===== src/rtl/user_input_ctrl.sv =====
// user_input_ctrl: handshakes a processor IN instruction with a debounced confirm button and captures SW.
// Latency: capture 2 (sync) + DEB_MAX (debounce) cycles after a clean key_n fall, data_valid one cycle later.
// Backpressure: stall holds the processor while a request waits for a press; one capture per request.
// Ports: clk/reset (async, active-high); input_req level request; SW[14:0] switches and key_n
//        (async, key active-low); data_out {17'b0, SW}; data_valid one-cycle pulse; stall; waiting prompt.
module user_input_ctrl #(
  parameter int DEB_MAX = 50000
) (
  input  logic        clk,
  input  logic        reset,
  input  logic        input_req,
  input  logic [14:0] SW,
  input  logic        key_n,
  output logic [31:0] data_out,
  output logic        data_valid,
  output logic        stall,
  output logic        waiting
);

  typedef enum logic [1:0] {
    IDLE         = 2'd0,
    WAIT_RELEASE = 2'd1,
    WAIT_PRESS   = 2'd2,
    WAIT_DROP    = 2'd3
  } state_t;

  localparam logic [15:0] DEB_LAST = 16'(DEB_MAX - 1);

  logic [14:0] sw_meta, sw_s;
  logic        key_meta, key_s;
  logic [15:0] deb_cnt;
  logic        key_deb;
  logic        press_evt;
  logic        capture;
  state_t      state, state_nxt;

  // Two-flop synchronizers; key flops reset to the released level.
  always_ff @(posedge clk or posedge reset) begin
    if (reset) begin
      sw_meta  <= '0;
      sw_s     <= '0;
      key_meta <= 1'b1;
      key_s    <= 1'b1;
    end else begin
      sw_meta  <= SW;
      sw_s     <= sw_meta;
      key_meta <= key_n;
      key_s    <= key_meta;
    end
  end

  // Debouncer: key_deb follows key_s only after DEB_MAX consecutive differing cycles.
  always_ff @(posedge clk or posedge reset) begin
    if (reset) begin
      deb_cnt <= '0;
      key_deb <= 1'b1;
    end else if (key_s == key_deb) begin
      deb_cnt <= '0;
    end else if (deb_cnt == DEB_LAST) begin
      key_deb <= key_s;
      deb_cnt <= '0;
    end else begin
      deb_cnt <= deb_cnt + 16'd1;
    end
  end

  // High in the cycle whose clock edge moves key_deb from released to pressed.
  assign press_evt = key_deb && !key_s && (deb_cnt == DEB_LAST);

  always_ff @(posedge clk or posedge reset) begin
    if (reset) state <= IDLE;
    else       state <= state_nxt;
  end

  always_comb begin
    state_nxt = state;
    capture   = 1'b0;
    case (state)
      IDLE: begin
        // A button already held when the request arrives must be released first.
        if (input_req) state_nxt = key_deb ? WAIT_PRESS : WAIT_RELEASE;
      end
      WAIT_RELEASE: begin
        if (!input_req)   state_nxt = IDLE;
        else if (key_deb) state_nxt = WAIT_PRESS;
      end
      WAIT_PRESS: begin
        // A dropped request wins over a coincident press: nothing is captured.
        if (!input_req) begin
          state_nxt = IDLE;
        end else if (press_evt) begin
          capture   = 1'b1;
          state_nxt = WAIT_DROP;
        end
      end
      WAIT_DROP: begin
        if (!input_req) state_nxt = IDLE;
      end
      default: state_nxt = IDLE;
    endcase
  end

  always_ff @(posedge clk or posedge reset) begin
    if (reset) begin
      data_out   <= '0;
      data_valid <= 1'b0;
    end else begin
      data_valid <= capture;
      if (capture) data_out <= {17'b0, sw_s};
    end
  end

  assign stall   = input_req && (state != WAIT_DROP);
  assign waiting = (state == WAIT_RELEASE) || (state == WAIT_PRESS);

endmodule


===== config.mk =====
export PLATFORM = sky130hd
export DESIGN_NAME = user_input_ctrl
export DESIGN_NICKNAME = d
export VERILOG_FILES = /design/src/rtl/user_input_ctrl.sv
export SDC_FILE = /design/constraint.sdc
export NUM_CORES = 1
export LEC_CHECK = 0
export BUFFER_PORTS_ARGS = -buffer_cell sky130_fd_sc_hd__buf_2
export CAP_MARGIN = 20
export CORE_MARGIN = 2
export CORE_UTILIZATION = 54
export DETAILED_ROUTE_END_ITERATION = 8
export GPL_TIMING_DRIVEN = 0
export PLACE_DENSITY = 0.91
export SLEW_MARGIN = 20
export SYNTH_ARGS = -nofsm -noshare
export SYNTH_HDL_FRONTEND = slang
export SYNTH_SLANG_ARGS = --single-unit

===== constraint.sdc =====
create_clock -name clk -period 2.51 [get_ports clk]
set_input_delay 0.1255 -clock clk [delete_from_list [all_inputs] [get_ports clk]]
set_output_delay 0.1255 -clock clk [all_outputs]
set_load 0.02 [all_outputs]

After elaboration in Yosys (flattened, before gate mapping)
Index checks and enable logic that the tools add are counted.

storage, ports and cells
  register bits after elaboration = 67
  input port bits = 19
  output and inout port bits = 35
  logic and storage cells = 42

operators by class
  add/subtract/negate cells = 1
  equality and inequality tests = 10
  multiplexer cells = 13
  bitwise gates (word level) = 1
  reductions and logical operators = 8

operators with widths
  cell                                                                    count
  16-bit two-way mux                                                      2
  16-bit by 1-bit adder with 16-bit output (second input constant)        1
  16-bit equality test (second input constant)                            1
  2-bit two-way mux                                                       7
  2-bit case mux with 4 select lines                                      1
  2-bit inequality test (second input constant)                           3
  3-bit inequality test (second input constant)                           2
  2-bit equality test (second input constant)                             2
  4-bit AND reduction                                                     1
  1-bit logical AND                                                       3
  1-bit two-way mux                                                       3
  2-bit by 1-bit equality test with 1-bit output (second input constant)  1
  2-bit logical NOT                                                       1
  2-bit AND reduction                                                     1
  1-bit equality test                                                     1
  1-bit logical NOT                                                       1
  1-bit logical OR                                                        1
  1-bit inverter                                                          1

Depth between registers and ports, before layout
  depth in word-level cells = 6
  mapped depth = 7
  gate-level depth less buffers = 6

Least setup slack after synthesis
OpenSTA, ideal clock, no wires.

  kind = register to register
  start = register deb_cnt[12]
  end = register data_out[0]
  library setup time = 0.125 ns
  arrival time = 2.012 ns
  data required time = 2.385 ns
  setup slack = 0.373 ns
  cell stages (with the launch flop) = 7
  buffers on the path = 2
  period minus slack after synthesis = 2.137 ns
  cells stage by stage = dfrtp_1 -> or4_4 -> nor4_4 -> and4_1 -> buf_4 -> buf_12 -> mux2_4

on the way
  word-level cells in the longest chain between the ends = 5

RTL lines
  element                 line  source
  from (decl)             31    logic [15:0] deb_cnt;
  from (signal assigned)  63    deb_cnt <= deb_cnt + 16'd1;
  16-bit equality test    68    assign press_evt = key_deb && !key_s && (deb_cnt == DEB_LAST);
  1-bit logical AND       68
  1-bit two-way mux       91    end else if (press_evt) begin
  1-bit two-way mux       89    if (!input_req) begin
  1-bit two-way mux       78    case (state)
  via capture             34    logic capture;
  to (signal assigned)    109   if (capture) data_out <= {17'b0, sw_s};
  to (decl)               14    output logic [31:0] data_out,

The timed path passes the listed nets, and every way through them passes these cells.
A chain may end at the register's enable or synchronous reset.

Final worst setup path
  start = register deb_cnt[12]
  end = register data_out[14]

Same word-level chain as after synthesis.

==> impl_metrics.toml <==
[setup_path]
cp_slowest_cell = "or4_4"
cpLargestDelayFamily = "simple AND/OR/NAND/NOR gates"
crit_chain = "or4_4 > nor4_4 > and4_1 > buf_4 > buf_12 > mux2_4"
crit_required_ps = 2740
startpoint_type = "flip-flop"
max_stage_delay_ps = 570
path_class = "flip-flop to flip-flop"
crit_arrival_ps = 2530
critPathMaxFanout = 10
crit_buf_inv = 2
cp-end-kind = "flip-flop"

[logic_synthesis]
synth_edf_count = 0
yosysWarningCount = 0
synth_area_leaders = "dfrtp_1 60%, buf_4 5.1%, mux2_4 5.1%"
yosysTopAreaCellShare = 0.599
synth_commonest_cells = "64 x dfrtp_1, 18 x buf_4, 17 x nor2_1"
avgSynthCellArea_um2 = 13.6
synth_largest_area_cell = "dfrtp_1"
ys_ff_latch = 67
synth_ff_type = "dfrtp_1"
async_reset_ff_frac = 1.00
yosysMostFrequentCell = "dfrtp_1"
syn_area_um2 = 2670
ys_seq_area_frac = 0.628
synth.distinct_cells = 33
synthesis.instances = 197

[sta]
drv_slew = 0
finalCriticalPeriod_ps = 2310
rsz0062_at_grt = "false"
hold_viol = 0
layout_worst_path_cycle_share = 0.919
fmax_mhz = 433
setup_viol = 0
fin_setup_tns_ps = 0
skew_ps = 7.05

[drt]
vias = 1649
wl_per_cell_um = 13.8
wl_um = 4830
drc = 0
dr.pass1.iters = 4
ant_nets = 0
drtIter0Drc = 53
vias_per_cell = 4.71

[clocking]
cts_setup_buffers = 0
cts_root_buffer = "clkbuf_8"
path_clk_slew_ps = 80
postCtsResizedCells = 0
hold_buffers = 17
cts_made_buffers = 9
h-tree-depth = 3
clock_sinks = 67
cts_tree = "done"
clockBufferDepth = 2
clkLatencyLatePin_ps = 340

[die]
die_x_um = 74.4
coreArea_um2 = 4750
die-area_um2 = 5530
rows = 25
die_h_um = 74.4
initial_utilization = 0.562
ios = 54

[placed_design]
dp_hpwl_um = 3090
dp_cells = 317
routabilityCongestion = 0.790
io_buffer_count = 36

[final_layout]
antennaDiodeCount = 0
fillers = 313
drive_gt1_frac = 0.314
final_cells = 350
synthToLayoutAreaGrowth_pct = 28.9
nNetsFinal = 304

[power_and_ir_drop]
ir_drop_uv = 557
leakage_nw = 1.68
p_per_area_nw_per_um2 = 754

[global_routing]
grt_max_degree = 59
grt_overflow = 0
grt_use_total = 0.201
grt_pass1_vias = 1789
grt_antenna_before_repair = 0
grt_first_pass_wirelength_um = 8110

[outcome]
status = "finished, final reports clean"

[worst_hold_path]
hp-class = "primary input to async pin"

[flow_run]
drv_cap = 0
## metrics by stage
stage                     total power [W]  setup slack (ps)  utilization  hold WS, ps  cell area [um^2]
after floorplan                   0.00141               373            -          130              2730
after global placement            0.00146              78.5        0.631          230              3000
after detailed placement          0.00149               214        0.637         41.8              3030
after CTS                         0.00262               185        0.725          211              3450
after global routing              0.00271               137        0.725          244              3450
final                             0.00260               202        0.725          219              3450
## layout by cell type (no fill, tap or decap), drive strengths merged, types with 3 or more instances in the layout
cell         Yosys  layout
clkbuf           2      11
dfrtp           64      64
xnor2           10      10
buf             20      57
dlygate4sd3      0      17
nand4            6       6
nand3            5       5
nor2            17      17
nand2            6       6
bufinv           0       3
dfstp            3       3
mux2            17      17
ha               7       7
xor2             4       4
conb             1      17
inv              7       9
o2bb2ai          3       3
nor3             5       5
nor4             6       6
## routing by layer
layer / global-route usage / vias up / share of wire
li1: - / 796 / -
met1: 0.225 / 801 / 0.42
met2: 0.346 / 44 / 0.51
met3: 0.0854 / 8 / 0.058
met4: 0.0694 / 0 / 0.014
met5: 0 / - / 0
## registers in the layout, summed over array words and instances, names as in the netlist
signal	count
key_s	1
key_deb	1
data_valid	1
key_meta	1
data_out	15
state	2
sw_s	15
sw_meta	15
deb_cnt	16
## tightest hold or removal path: cells and delay by family
family	cells	cell delay, ps
buffers and inverters	3	790
## layout make-up
class,instances,area [um^2],area share
Buffer,22,168,0.0487
Clock buffer,9,124,0.0359
Clock inverter,7,124,0.0359
Inverter,7,28.8,0.00835
Multi-Input combinational cell,117,860,0.249
Sequential cell,67,1680,0.488
Tap cell,67,83.8,0.0243
Timing Repair Buffer,54,378,0.110
## path summary, 6_finish.rpt
check	end	startpoint	cells past startpoint	slack, ps
min reg2reg	sw_s[0]	sw_meta[0]	0	350
max reg2reg	data_out[14]	deb_cnt[12]	6	200
min	state[0]	reset	3	220
max in group asynchronous	key_deb	reset	4	1750
max	data_out[14]	deb_cnt[12]	6	200
min in group clk	state[1]	input_req	4	250
## report_power, final
| part | total [W] | switching, W | internal [W] |
|---|---|---|---|
| Clock | 0.00110 | 0.000432 | 0.000668 |
| Combinational | 0.000339 | 0.000193 | 0.000146 |
| Sequential | 0.00116 | 0.0000317 | 0.00113 |
| Total | 0.00260 | 0.000657 | 0.00194 |
## kinds of logic (layout without fill, tap and decap cells)
logic type      after synthesis  count (layout)  synth area share
buf+inv                      29              99            0.0725
flops                        67              67             0.628
other cells                   1              17           0.00140
fa+ha+maj                     7               7            0.0328
simple gates                 55              55             0.116
mux                          18              18            0.0880
xor+xnor                     14              14            0.0459
compound gates                6               6            0.0154
(Power assumes the default switching activity.)
